### src/rtl/scc_run_ctrl_pkg.sv
// Shared types and constants for the SCC run controller.
package scc_run_pkg;

  typedef enum logic [2:0] {
    S_IDLE,
    S_RESET,
    S_RUN,
    S_STEP_WAIT,
    S_STEP,
    S_DONE
  } state_t;

  localparam logic [1:0] MODE_BUDGET = 2'b00;
  localparam logic [1:0] MODE_HALT   = 2'b01;
  localparam logic [1:0] MODE_STEP   = 2'b10;

  localparam logic [1:0] ST_ABORT  = 2'b00;
  localparam logic [1:0] ST_HALT   = 2'b01;
  localparam logic [1:0] ST_BUDGET = 2'b10;
  localparam logic [1:0] ST_ERR    = 2'b11;

endpackage

### src/rtl/scc_run_ctrl_if.sv
// Core-side link between the run controller and scc_f25_top.
interface scc_run_ctrl_if #(
  parameter int unsigned DATA_W = 32
);
  logic              core_rst;
  logic              core_clk_en;
  logic              halt_f;
  logic [1:0]        err_bits;
  logic [DATA_W-1:0] instr_v;

  modport master (
    output core_rst, core_clk_en,
    input  halt_f, err_bits, instr_v
  );

  modport slave (
    input  core_rst, core_clk_en,
    output halt_f, err_bits, instr_v
  );
endinterface

### src/rtl/scc_run_ctrl_trace_ring.sv
// Circular trace of the most recent instruction words; reads are oldest-relative.
module scc_trace_ring #(
  parameter int unsigned DEPTH  = 8,
  parameter int unsigned DATA_W = 32
) (
  input  logic                     clk,
  input  logic                     rst,
  input  logic                     clr,
  input  logic                     we,
  input  logic [DATA_W-1:0]        wdata,
  input  logic [$clog2(DEPTH)-1:0] rd_idx,
  output logic [DATA_W-1:0]        rd_data,
  output logic [$clog2(DEPTH):0]   count
);
  localparam int unsigned PTR_W = $clog2(DEPTH);

  logic [DATA_W-1:0] mem [DEPTH];
  logic [PTR_W-1:0]  wr_ptr;
  logic [PTR_W-1:0]  rd_addr;

  always_ff @(posedge clk) begin
    if (rst || clr) begin
      wr_ptr <= '0;
      count  <= '0;
    end else if (we) begin
      wr_ptr <= wr_ptr + 1'b1;
      if (count != (PTR_W+1)'(DEPTH))
        count <= count + 1'b1;
    end
  end

  always_ff @(posedge clk) begin
    if (we)
      mem[wr_ptr] <= wdata;
  end

  // Oldest entry sits count slots behind the write pointer; wrap is implicit in PTR_W.
  always_comb begin
    rd_addr = wr_ptr - count[PTR_W-1:0] + rd_idx;
    rd_data = ({1'b0, rd_idx} < count) ? mem[rd_addr] : '0;
  end

endmodule

### src/rtl/scc_run_ctrl.sv
// Run controller for the SCC core: reset sequencing, budget/halt/single-step runs,
// termination status and an instruction trace.
module scc_run_ctrl
  import scc_run_pkg::*;
#(
  parameter int unsigned RST_CYCLES  = 3,
  parameter int unsigned MAX_CYCLES  = 750,
  parameter int unsigned CNT_W       = 16,
  parameter int unsigned TRACE_DEPTH = 8,
  parameter int unsigned DATA_W      = 32
) (
  input  logic                           clk,
  input  logic                           rst,
  input  logic                           start,
  input  logic [1:0]                     mode,
  input  logic                           step,
  input  logic                           abort,
  scc_run_ctrl_if.master                 core,
  output logic                           busy,
  output logic                           done,
  output logic [1:0]                     status,
  output logic [1:0]                     err_latched,
  output logic [CNT_W-1:0]               cycle_count,
  input  logic [$clog2(TRACE_DEPTH)-1:0] trace_rd_idx,
  output logic [DATA_W-1:0]              trace_rd_data,
  output logic [$clog2(TRACE_DEPTH):0]   trace_count
);
  localparam int unsigned RC_W = $clog2(RST_CYCLES + 1);

  state_t          state, state_n;
  logic [1:0]      mode_q;
  logic [RC_W-1:0] rcnt;
  logic            take_start;
  logic            adv;
  logic            term;
  logic [1:0]      term_st;
  logic            ev;
  logic [1:0]      ev_st;

  // Core-event termination shared by RUN, STEP and STEP_WAIT.
  always_comb begin
    ev    = 1'b1;
    ev_st = ST_ABORT;
    if (core.err_bits != '0)  ev_st = ST_ERR;
    else if (core.halt_f)     ev_st = ST_HALT;
    else if (abort)           ev_st = ST_ABORT;
    else                      ev    = 1'b0;
  end

  always_comb begin
    state_n    = state;
    take_start = 1'b0;
    adv        = 1'b0;
    term       = 1'b0;
    term_st    = ST_ABORT;
    case (state)
      S_IDLE, S_DONE: begin
        if (start) begin
          state_n    = S_RESET;
          take_start = 1'b1;
        end
      end
      S_RESET: begin
        if (abort)
          term = 1'b1;
        else if (rcnt == RC_W'(RST_CYCLES - 1))
          state_n = (mode_q == MODE_STEP) ? S_STEP_WAIT : S_RUN;
      end
      S_RUN, S_STEP: begin
        adv = 1'b1;
        if (ev) begin
          term    = 1'b1;
          term_st = ev_st;
        end else if (cycle_count == CNT_W'(MAX_CYCLES - 1)) begin
          term    = 1'b1;
          term_st = ST_BUDGET;
        end else if (state == S_STEP) begin
          state_n = S_STEP_WAIT;
        end
      end
      S_STEP_WAIT: begin
        if (ev) begin
          term    = 1'b1;
          term_st = ev_st;
        end else if (step) begin
          state_n = S_STEP;
        end
      end
      default: state_n = S_IDLE;
    endcase
    if (term)
      state_n = S_DONE;
  end

  // Outputs are registered from the next state so they line up with the state they describe.
  always_ff @(posedge clk) begin
    if (rst) begin
      state            <= S_IDLE;
      mode_q           <= MODE_BUDGET;
      rcnt             <= '0;
      cycle_count      <= '0;
      status           <= ST_ABORT;
      err_latched      <= '0;
      done             <= 1'b0;
      busy             <= 1'b0;
      core.core_rst    <= 1'b1;
      core.core_clk_en <= 1'b0;
    end else begin
      state            <= state_n;
      done             <= (state_n == S_DONE) && (state != S_DONE);
      busy             <= state_n inside {S_RESET, S_RUN, S_STEP_WAIT, S_STEP};
      core.core_rst    <= state_n inside {S_IDLE, S_RESET};
      core.core_clk_en <= state_n inside {S_RESET, S_RUN, S_STEP};

      if (state == S_RESET) rcnt <= rcnt + 1'b1;
      else                  rcnt <= '0;

      if (take_start) begin
        mode_q      <= (mode == MODE_STEP) ? MODE_STEP :
                       (mode == MODE_HALT) ? MODE_HALT : MODE_BUDGET;
        cycle_count <= '0;
        status      <= ST_ABORT;
        err_latched <= '0;
      end else if (adv) begin
        cycle_count <= cycle_count + 1'b1;
      end

      if (term) begin
        status      <= term_st;
        err_latched <= (term_st == ST_ERR) ? core.err_bits : 2'b00;
      end
    end
  end

  scc_trace_ring #(
    .DEPTH  (TRACE_DEPTH),
    .DATA_W (DATA_W)
  ) u_trace (
    .clk     (clk),
    .rst     (rst),
    .clr     (take_start),
    .we      (adv),
    .wdata   (core.instr_v),
    .rd_idx  (trace_rd_idx),
    .rd_data (trace_rd_data),
    .count   (trace_count)
  );

endmodule

### src/flat_wrapper.sv
// flat-port wrapper written by rule: the top's interface ports become plain ports
module scc_run_ctrl_flat import scc_run_pkg::*;
#(
  parameter int unsigned RST_CYCLES  = 3,
  parameter int unsigned MAX_CYCLES  = 750,
  parameter int unsigned CNT_W       = 16,
  parameter int unsigned TRACE_DEPTH = 8,
  parameter int unsigned DATA_W      = 32
)
  (clk, rst, start, mode, step, abort, busy, done, status, err_latched, cycle_count, trace_rd_idx, trace_rd_data, trace_count, core_core_rst, core_core_clk_en, core_halt_f, core_err_bits, core_instr_v);
  scc_run_ctrl_if #(.DATA_W(DATA_W)) core_i ();
  input  logic clk;
  input  logic rst;
  input  logic start;
  input  logic [1:0] mode;
  input  logic step;
  input  logic abort;
  output logic busy;
  output logic done;
  output logic [1:0] status;
  output logic [1:0] err_latched;
  output logic [CNT_W-1:0] cycle_count;
  input  logic [$clog2(TRACE_DEPTH)-1:0] trace_rd_idx;
  output logic [DATA_W-1:0] trace_rd_data;
  output logic [$clog2(TRACE_DEPTH):0] trace_count;
  output wire logic [$bits(core_i.core_rst)-1:0] core_core_rst;
  output wire logic [$bits(core_i.core_clk_en)-1:0] core_core_clk_en;
  input wire logic [$bits(core_i.halt_f)-1:0] core_halt_f;
  input wire logic [$bits(core_i.err_bits)-1:0] core_err_bits;
  input wire logic [$bits(core_i.instr_v)-1:0] core_instr_v;
  assign core_core_rst = core_i.core_rst;
  assign core_core_clk_en = core_i.core_clk_en;
  assign core_i.halt_f = core_halt_f;
  assign core_i.err_bits = core_err_bits;
  assign core_i.instr_v = core_instr_v;
  scc_run_ctrl #(.RST_CYCLES(RST_CYCLES), .MAX_CYCLES(MAX_CYCLES), .CNT_W(CNT_W), .TRACE_DEPTH(TRACE_DEPTH), .DATA_W(DATA_W)) u_core (.clk(clk), .rst(rst), .start(start), .mode(mode), .step(step), .abort(abort), .core(core_i), .busy(busy), .done(done), .status(status), .err_latched(err_latched), .cycle_count(cycle_count), .trace_rd_idx(trace_rd_idx), .trace_rd_data(trace_rd_data), .trace_count(trace_count));
endmodule
### config.mk
export PLATFORM = sky130hd
export DESIGN_NAME = scc_run_ctrl_flat
export DESIGN_NICKNAME = d
export VERILOG_FILES = /design/src/rtl/scc_run_ctrl_pkg.sv /design/src/rtl/scc_run_ctrl_if.sv /design/src/rtl/scc_run_ctrl_trace_ring.sv /design/src/rtl/scc_run_ctrl.sv /design/src/flat_wrapper.sv
export SDC_FILE = /design/constraint.sdc
export NUM_CORES = 1
export LEC_CHECK = 0
export CAP_MARGIN = 20
export CELL_PAD_IN_SITES_DETAIL_PLACEMENT = 0
export CELL_PAD_IN_SITES_GLOBAL_PLACEMENT = 1
export CORE_MARGIN = 2
export CORE_UTILIZATION = 45
export CTS_BUF_LIST = sky130_fd_sc_hd__clkbuf_4
export CTS_CLUSTER_DIAMETER = 30
export DETAILED_ROUTE_END_ITERATION = 10
export DONT_BUFFER_PORTS = 1
export PLACE_DENSITY = 0.69
export RECOVER_POWER = 50
export SETUP_SLACK_MARGIN = 0.4
export SLEW_MARGIN = 20
export SYNTH_ARGS = -nofsm -noshare
export SYNTH_HDL_FRONTEND = slang
export SYNTH_SLANG_ARGS = --single-unit
### constraint.sdc
create_clock -name clk -period 6.1 [get_ports clk]
set_input_delay 0.915 -clock clk [delete_from_list [all_inputs] [get_ports clk]]
set_output_delay 0.915 -clock clk [all_outputs]
set_load 0.01 [all_outputs]
; ---- Yosys cells after proc, flatten, opt, wreduce, memory -nomap -nowiden
; Memories as Yosys holds them, arrays and structs flattened.
; Index checks and enable logic that the tools add are counted.
[classes]
n_addsub = 6
multipliers = 0
div = 0
n_lt_le_gt_ge = 1
eq_ne = 18
shifts = 0
n_mux = 36
n_bitwise = 1
n_reduce_logical = 14
[op_table]
columns = cell, n
row1 = 2-to-1 mux 32 bit, 1
row2 = 2-to-1 mux 3 bit, 9
row3 = 2-to-1 mux 2 bit, 9
row4 = "adder 16 x 1 -> 16 bit, second input constant", 1
row5 = "== test 16 x 10 -> 1 bit, second input constant", 1
row6 = 2-to-1 mux 1 bit, 14
row7 = "== test 3 x 2 -> 1 bit, second input constant", 4
row8 = "== test 3 bit, second input constant", 4
row9 = one-hot mux 3 bit (4 select lines), 1
row10 = "== test 2 bit, second input constant", 4
row11 = OR reduction 2 bit, 4
row12 = "== test 3 x 1 -> 1 bit, second input constant", 2
row13 = logical NOT 3 bit, 2
row14 = nonzero test 2 bit, 3
row15 = "adder 4 x 1 -> 4 bit, second input constant", 1
row16 = < comparator 3 x 4 -> 1 bit, 1
row17 = "inequality test 4 bit, second input constant", 1
row18 = one-hot mux 2 bit (2 select lines), 1
row19 = nonzero test 4 bit, 1
row20 = "adder 3 x 1 -> 3 bit, second input constant", 1
row21 = adder 3 bit, 1
row22 = "inequality test 3 bit, second input constant", 1
row23 = one-hot mux 1 bit (3 select lines), 1
row24 = nonzero test 3 bit, 1
row25 = other kinds (7), 7
[totals]
ff_bits = 38
latch_bits = 0
ramBits = 256
rom_bits = 0
output_inout_bits = 60
wordCells = 89
mem_count = 1
[memory_table]
columns = memory, depth, width, rd, rd_clocked_by_memory_dff, wr, line_no
row1 = u_core.u_trace.mem, 8, 32, 1, 0, 1, scc_run_ctrl_trace_ring.sv:17  ; logic [DATA_W-1:0] mem [DEPTH];

; ---- Logic depth before layout (Yosys ltp)
[depth]
word_depth = 8
mapped_depth = 11
depth_no_buf = 9

; ---- Modules after synthesis
; From an unflattened synthesis, not the netlist that was laid out.
[unflattened]
cells_unflattened = 654
area_unflattened_um2 = 11821.3
[modules_own_cells]
columns = module, n_inst, cells_per_inst, area_each_um2
row1 = scc_trace_ring, 1, 474, 10274.9
row2 = scc_run_ctrl, 1, 180, 1546.5

; ---- Worst setup path after synthesis
; Ideal clock, no wire load.
[synth_timing]
kind = reg2reg
from = register u_core.state[2]
to = memory u_core.u_trace.mem[0][0] (enable)
setup_time_ns = 0.502
t_arrival_ns = 3.917
required_ns = 5.598
path_slack_ns = 1.681
path_stages_with_launch = 5
n_path_buf = 1
synth_period_minus_slack_ns = 4.419
path_cell_list = dfxtp_1 -> buf_2 -> nand2b_1 -> a21o_1 -> nor4_1
[synth_via]
elab_chain_len = 5
word_cells_on_any_way = 6
cone_classes = 2 x eq/ne / 3 x mux / 1 x reduce/logical
[synth_rtl]
columns = element, line_no
row1 = "start, declared", scc_run_ctrl.sv:30  ; state_t state, state_n;
row2 = "start signal, assigned", scc_run_ctrl.sv:109  ; state <= state_n;
row3 = == test 3 x 2 -> 1 bit or == test 3 bit (tied branches), scc_run_ctrl.sv:56  ; case (state)
row4 = OR reduction 2 bit (*), scc_run_ctrl.sv:56
row5 = 2-to-1 mux 1 bit (*), scc_run_ctrl.sv:56
row6 = 2-to-1 mux 1 bit (*), scc_run_ctrl_trace_ring.sv:33  ; if (we)
row7 = 2-to-1 mux 1 bit (implied by the code) (*), scc_run_ctrl_trace_ring.sv:34  ; mem[wr_ptr] <= wdata;
row8 = "end, declared", scc_run_ctrl_trace_ring.sv:17
; Every way passes the cells marked *; elsewhere a longest branch is shown, timed or not.

; ---- Worst setup path after layout
[layout_timing]
from = register u_core.u_trace.wr_ptr[0]
to = output trace_rd_data[24]
[layout_via]
elab_chain_len = 4
[layout_rtl]
columns = element, line_no
row1 = "start, declared", scc_run_ctrl_trace_ring.sv:18  ; logic [PTR_W-1:0] wr_ptr;
row2 = "start signal, assigned", scc_run_ctrl_trace_ring.sv:26  ; wr_ptr <= wr_ptr + 1'b1;
row3 = subtractor 3 bit, scc_run_ctrl_trace_ring.sv:39  ; rd_addr = wr_ptr - count[PTR_W-1:0] + rd_idx;
row4 = adder 3 bit, scc_run_ctrl_trace_ring.sv:39
row5 = memory read (8 x 32 bit), n/a
row6 = 2-to-1 mux 32 bit, scc_run_ctrl_trace_ring.sv:40  ; rd_data = ({1'b0, rd_idx} < count) ? mem[rd_addr] : '0;
row7 = "end, declared", flat_wrapper.sv:24  ; output logic [DATA_W-1:0] trace_rd_data;
; Every way passes these cells.

==> report_table.html <==
<table>
<tr><th>Metric</th><th>Value</th></tr>
<tr><th colspan="2">STA</th></tr>
<tr><td>Final count of negative-setup-slack endpoints</td><td>0</td></tr>
<tr><td>Final Max Tran Viols</td><td>0</td></tr>
<tr><td>Final-layout worst hold slack</td><td>0.3225 ns</td></tr>
<tr><td>Worst clock skew</td><td>0.04874 ns</td></tr>
<tr><td>Unrepaired setup endpoints after global routing</td><td>false</td></tr>
<tr><td>Hold Violations, Final</td><td>0</td></tr>
<tr><td>Fmax achieved</td><td>196.6 MHz</td></tr>
<tr><td>Crit path time final</td><td>5.087 ns</td></tr>
<tr><td>Transition time at the pin with the least slew margin</td><td>1.319 ns</td></tr>
<tr><td>Max_slew headroom</td><td>12.04%</td></tr>
<tr><td>Post-Route Setup TNS</td><td>0 ns</td></tr>
<tr><td>Share of the clock period used by the worst path</td><td>83.39%</td></tr>
<tr><th colspan="2">Floorplan</th></tr>
<tr><td>Effective utilization at floorplan</td><td>45.49%</td></tr>
<tr><td>I/O Pins</td><td>105</td></tr>
<tr><td>Row cnt</td><td>59</td></tr>
<tr><td>Area of the die</td><td>0.02743 mm2</td></tr>
<tr><td>Die width</td><td>165.6 um</td></tr>
<tr><td>Area of the placeable core</td><td>0.02584 mm2</td></tr>
<tr><td>Vertical extent of the die</td><td>165.6 um</td></tr>
<tr><th colspan="2">Status</th></tr>
<tr><td>Status</td><td>completed</td></tr>
<tr><th colspan="2">Yosys</th></tr>
<tr><td>Number of warning messages in the yosys log</td><td>0</td></tr>
<tr><td>Synthesized netlist net count</td><td>741</td></tr>
<tr><td>Post-synth EDFFs</td><td>256</td></tr>
<tr><td>Number of synthesized register bits</td><td>294</td></tr>
<tr><td>Mean instance size in the synthesized netlist</td><td>17.18 um2</td></tr>
<tr><td>Cell area after synthesis</td><td>0.01175 mm2</td></tr>
<tr><td>Count of different cell masters after synthesis</td><td>53</td></tr>
<tr><td>Most used flip-flop cell after synthesis</td><td>sky130_fd_sc_hd__edfxtp_1</td></tr>
<tr><td>Ys async rst share</td><td>0%</td></tr>
<tr><td>Instance count of the mapped netlist</td><td>684</td></tr>
<tr><td>Share of the yosys chip area belonging to registers</td><td>71.88%</td></tr>
<tr><th colspan="2">Layout</th></tr>
<tr><td>End-of-flow core utilization</td><td>51.19%</td></tr>
<tr><td>Fill count</td><td>2165</td></tr>
<tr><td>Synthesis-to-finish area growth</td><td>12.52%</td></tr>
<tr><td>Fraction of layout instances using a drive strength above 1</td><td>28.14%</td></tr>
<tr><td>Final cell count without fillers</td><td>1139</td></tr>
<tr><td>Count of nets after finishing</td><td>811</td></tr>
<tr><th colspan="2">Place</th></tr>
<tr><td>HPWL after detailed placement</td><td>14780 um</td></tr>
<tr><td>Final Wtd Congestion</td><td>0.8430</td></tr>
<tr><td>Inst Count DP</td><td>1008</td></tr>
<tr><td>Count of input and output buffers</td><td>0</td></tr>
<tr><th colspan="2">Routing</th></tr>
<tr><td>Detailed router's first-iteration violation count</td><td>408</td></tr>
<tr><td>DRC Markers</td><td>0</td></tr>
<tr><td>Routed via count divided by cell count</td><td>5.561</td></tr>
<tr><td>Final wirelength</td><td>24410 um</td></tr>
<tr><td>Antenna Nets Post-Route</td><td>0</td></tr>
<tr><td>Length of the first detailed-routing pass in iterations</td><td>5</td></tr>
<tr><td>Via Count</td><td>6334</td></tr>
<tr><td>Average wire per standard cell</td><td>21.43 um</td></tr>
<tr><th colspan="2">Worst hold path</th></tr>
<tr><td>Worst min path class</td><td>primary input to register</td></tr>
<tr><td>Number of instances on the worst hold path</td><td>1</td></tr>
<tr><th colspan="2">Worst setup path</th></tr>
<tr><td>Top Family by Delay on Critical Path</td><td>XOR/XNOR gates</td></tr>
<tr><td>Crit end category</td><td>primary output</td></tr>
<tr><td>Critical path data required time</td><td>5.18 ns</td></tr>
<tr><td>Worst-path cell chain</td><td>inv_1 &gt; ha_1 &gt; inv_1 &gt; ha_4 &gt; fa_4 &gt; xnor2_1 &gt; xor2_4 &gt; buf_4 &gt; nand2_1 &gt; a21oi_1</td></tr>
<tr><td>Cell occurring most often along the worst timing path</td><td>sky130_fd_sc_hd__inv_1</td></tr>
<tr><td>Path type of the worst setup path</td><td>register to primary output</td></tr>
<tr><td>Number of gates on the worst path with buffers counted</td><td>10</td></tr>
<tr><td>CP max stage cell</td><td>sky130_fd_sc_hd__dfxtp_1</td></tr>
<tr><td>Highest cell delay on the worst timing path</td><td>0.52 ns</td></tr>
<tr><td>Buffering stage count on the worst path with inverters included</td><td>3</td></tr>
<tr><td>Arrival time reported for the critical path endpoint</td><td>4.17 ns</td></tr>
<tr><td>Worst Path Max Fanout</td><td>19</td></tr>
<tr><td>Length in cells of the worst reg-to-reg path</td><td>5</td></tr>
<tr><td>Type of element launching the critical path</td><td>register</td></tr>
<tr><th colspan="2">Power</th></tr>
<tr><td>Worst-case vdd ir drop</td><td>134.6 uV</td></tr>
<tr><td>Power dissipated by switching net loads</td><td>1033 uW</td></tr>
<tr><td>Leakage Power</td><td>0.004331 uW</td></tr>
<tr><td>Total design power</td><td>4383 uW</td></tr>
<tr><td>Fraction of power spent switching nets</td><td>23.57%</td></tr>
<tr><td>Power share of the combinational group</td><td>10.9%</td></tr>
<tr><td>Part of the total power dissipated in sequential elements</td><td>50.9%</td></tr>
<tr><td>Total internal power</td><td>3350 uW</td></tr>
<tr><td>PD cells</td><td>331.4 mW/mm2</td></tr>
<tr><td>Share of total power in the clock network</td><td>38.2%</td></tr>
<tr><th colspan="2">CTS</th></tr>
<tr><td>Clock Pin Slew Worst Setup and Hold Paths</td><td>0.06 ns</td></tr>
<tr><td>Clk buf depth</td><td>3</td></tr>
<tr><td>Number of hold-repair buffers added at the cts stage</td><td>0</td></tr>
<tr><td>Cts bufs inserted</td><td>79</td></tr>
<tr><td>Setup repair bufs after CTS</td><td>0</td></tr>
<tr><td>Clk_lat worst skew</td><td>0.67 ns</td></tr>
<tr><td>Clock tree from TritonCTS</td><td>done</td></tr>
<tr><td>CTS Root Cell</td><td>sky130_fd_sc_hd__clkbuf_4</td></tr>
<tr><td>Number of gates resized after cts</td><td>0</td></tr>
<tr><td>H-tree depth</td><td>3</td></tr>
<tr><td>Number of clock sinks</td><td>294</td></tr>
<tr><th colspan="2">GRT</th></tr>
<tr><td>Antenna violations before repair</td><td>1</td></tr>
<tr><td>First-pass GRT wire length</td><td>38230 um</td></tr>
<tr><td>Pin count of the biggest net entering global routing</td><td>40</td></tr>
<tr><td>Total global routing track utilization</td><td>18.09%</td></tr>
<tr><td>Vias in the first global route</td><td>6794</td></tr>
<tr><td>Global route overflow</td><td>0</td></tr>
<tr><th colspan="2">Job</th></tr>
<tr><td>Number of max-cap violations</td><td>0</td></tr>
</table>
[layout make-up]
type	instances	area, um2	share of cell area, %
flip-flops and latches	294	8448	63.88
multi-input cells	342	3171	23.97
clock buffers	113	848.3	6.414
well taps	335	419.2	3.169
repair buffers	22	150.1	1.135
clock inverters	17	130.1	0.9839
inverters	15	56.30	0.4257
diodes	1	2.502	0.01892
[power by group through the flow]
stage	Combinational, uW	Clock, uW	Sequential [uW]
after floorplan	371	0	2270
after global placement	484	0	2270
after detailed placement	491	0	2270
after CTS	492	1730	2230
after global routing	522	1850	2230
final	477	1670	2230
[worst reg2reg max path, cell delays in order (launching register included)]
cell	delay [ns]
sky130_fd_sc_hd__dfxtp_1	0.51
sky130_fd_sc_hd__nand2b_1	0.26
sky130_fd_sc_hd__a21oi_1	0.29
sky130_fd_sc_hd__nand2_1	0.24
sky130_fd_sc_hd__nor3_4	0.70
sky130_fd_sc_hd__buf_4	0.48
[synth_stat cells, types with 2 or more instances]
library cell | n | share of area, %
sky130_fd_sc_hd__fa_1 | 2 | 0.34
sky130_fd_sc_hd__nand3_1 | 4 | 0.17
sky130_fd_sc_hd__a21oi_1 | 47 | 2.0
sky130_fd_sc_hd__xnor2_1 | 15 | 1.1
sky130_fd_sc_hd__or2_2 | 2 | 0.11
sky130_fd_sc_hd__a22oi_1 | 2 | 0.13
sky130_fd_sc_hd__ha_1 | 10 | 1.1
sky130_fd_sc_hd__mux4_2 | 64 | 12
sky130_fd_sc_hd__nand4_1 | 6 | 0.32
sky130_fd_sc_hd__nand2b_1 | 9 | 0.48
sky130_fd_sc_hd__a31oi_1 | 3 | 0.16
sky130_fd_sc_hd__o21ai_1 | 2 | 0.085
sky130_fd_sc_hd__nor3_1 | 6 | 0.26
sky130_fd_sc_hd__nand2_1 | 77 | 2.5
sky130_fd_sc_hd__nor4_1 | 7 | 0.37
sky130_fd_sc_hd__clkbuf_1 | 19 | 0.61
sky130_fd_sc_hd__buf_2 | 14 | 0.60
sky130_fd_sc_hd__dfxtp_1 | 38 | 6.5
sky130_fd_sc_hd__and3_1 | 5 | 0.27
sky130_fd_sc_hd__nor2b_1 | 4 | 0.21
sky130_fd_sc_hd__xor2_1 | 10 | 0.75
sky130_fd_sc_hd__nand3b_1 | 2 | 0.13
sky130_fd_sc_hd__edfxtp_1 | 256 | 65
sky130_fd_sc_hd__inv_1 | 15 | 0.48
sky130_fd_sc_hd__a311oi_1 | 2 | 0.15
sky130_fd_sc_hd__nor2_1 | 36 | 1.1
[path summary, 6_finish.rpt]
path,from,end,slack (ns)
hold / removal,rst,u_core.mode_q[1]$_SDFFE_PP0P_,0.32
hold reg to reg,u_core.rcnt[0]$_SDFF_PP0_,u_core.rcnt[0]$_SDFF_PP0_,0.43
setup reg to reg,u_core.state[2]$_SDFF_PP0_,u_core.u_trace.mem[5][0]$_DFFE_PP_,3.26
setup / recovery,u_core.u_trace.wr_ptr[0]$_SDFFE_PP0P_,trace_rd_data[24],1.01
[layer usage]
| layer | GRT usage [%] | part of all wire [%] | vias up |
|---|---|---|---|
| met5 | 0 | 0 | - |
| met4 | 5.406 | 1.4 | 0 |
| met3 | 5.830 | 7.7 | 32 |
| met2 | 30.04 | 50 | 214 |
| li1 | - | - | 2849 |
| met1 | 22.89 | 41 | 3239 |
[registers in the layout, indices dropped and copies added, names as in the netlist]
signal	cells
u_core.u_trace.mem	256
u_core.u_trace.count	4
u_core.err_latched	2
u_core.mode_q	2
u_core.done	1
u_core.busy	1
u_core.core.core_clk_en	1
u_core.cycle_count	16
u_core.u_trace.wr_ptr	3
u_core.rcnt	2
u_core.status	2
u_core.core.core_rst	1
u_core.state	3
[logic make-up after synthesis]
kind of cell               after synthesis  synth area share [%]
xor gates and xnor gates                25                 1.863
AOI/OAI and AO/OA                       69                 3.758
DFF                                    294                 71.88
and+or+nand+nor                        171                 7.068
buffers and inverters                   48                 1.682
muxes                                   65                 12.35
adders and majority gates               12                 1.405
[cells in the final DEF (no fill, tap or decap), types with 14 or more instances in the layout]
master                       n
sky130_fd_sc_hd__edfxtp_1  256
sky130_fd_sc_hd__a21oi_1    48
sky130_fd_sc_hd__xnor2_1    14
sky130_fd_sc_hd__buf_4      18
sky130_fd_sc_hd__nand2_1    77
sky130_fd_sc_hd__clkbuf_4  113
sky130_fd_sc_hd__dfxtp_1    38
sky130_fd_sc_hd__mux4_2     64
sky130_fd_sc_hd__inv_1      15
sky130_fd_sc_hd__nor2_1     34
[per-stage QoR]
| step | area (um2) | setup WS [ns] |
|---|---|---|
| after floorplan | 11750 | 1.681 |
| after global placement | 12300 | 1.365 |
| after detailed placement | 12300 | 1.335 |
| after CTS | 13280 | 0.8648 |
| after global routing | 13230 | 0.7441 |
| final | 13230 | 1.013 |
Power figures use the tool's default switching activity.
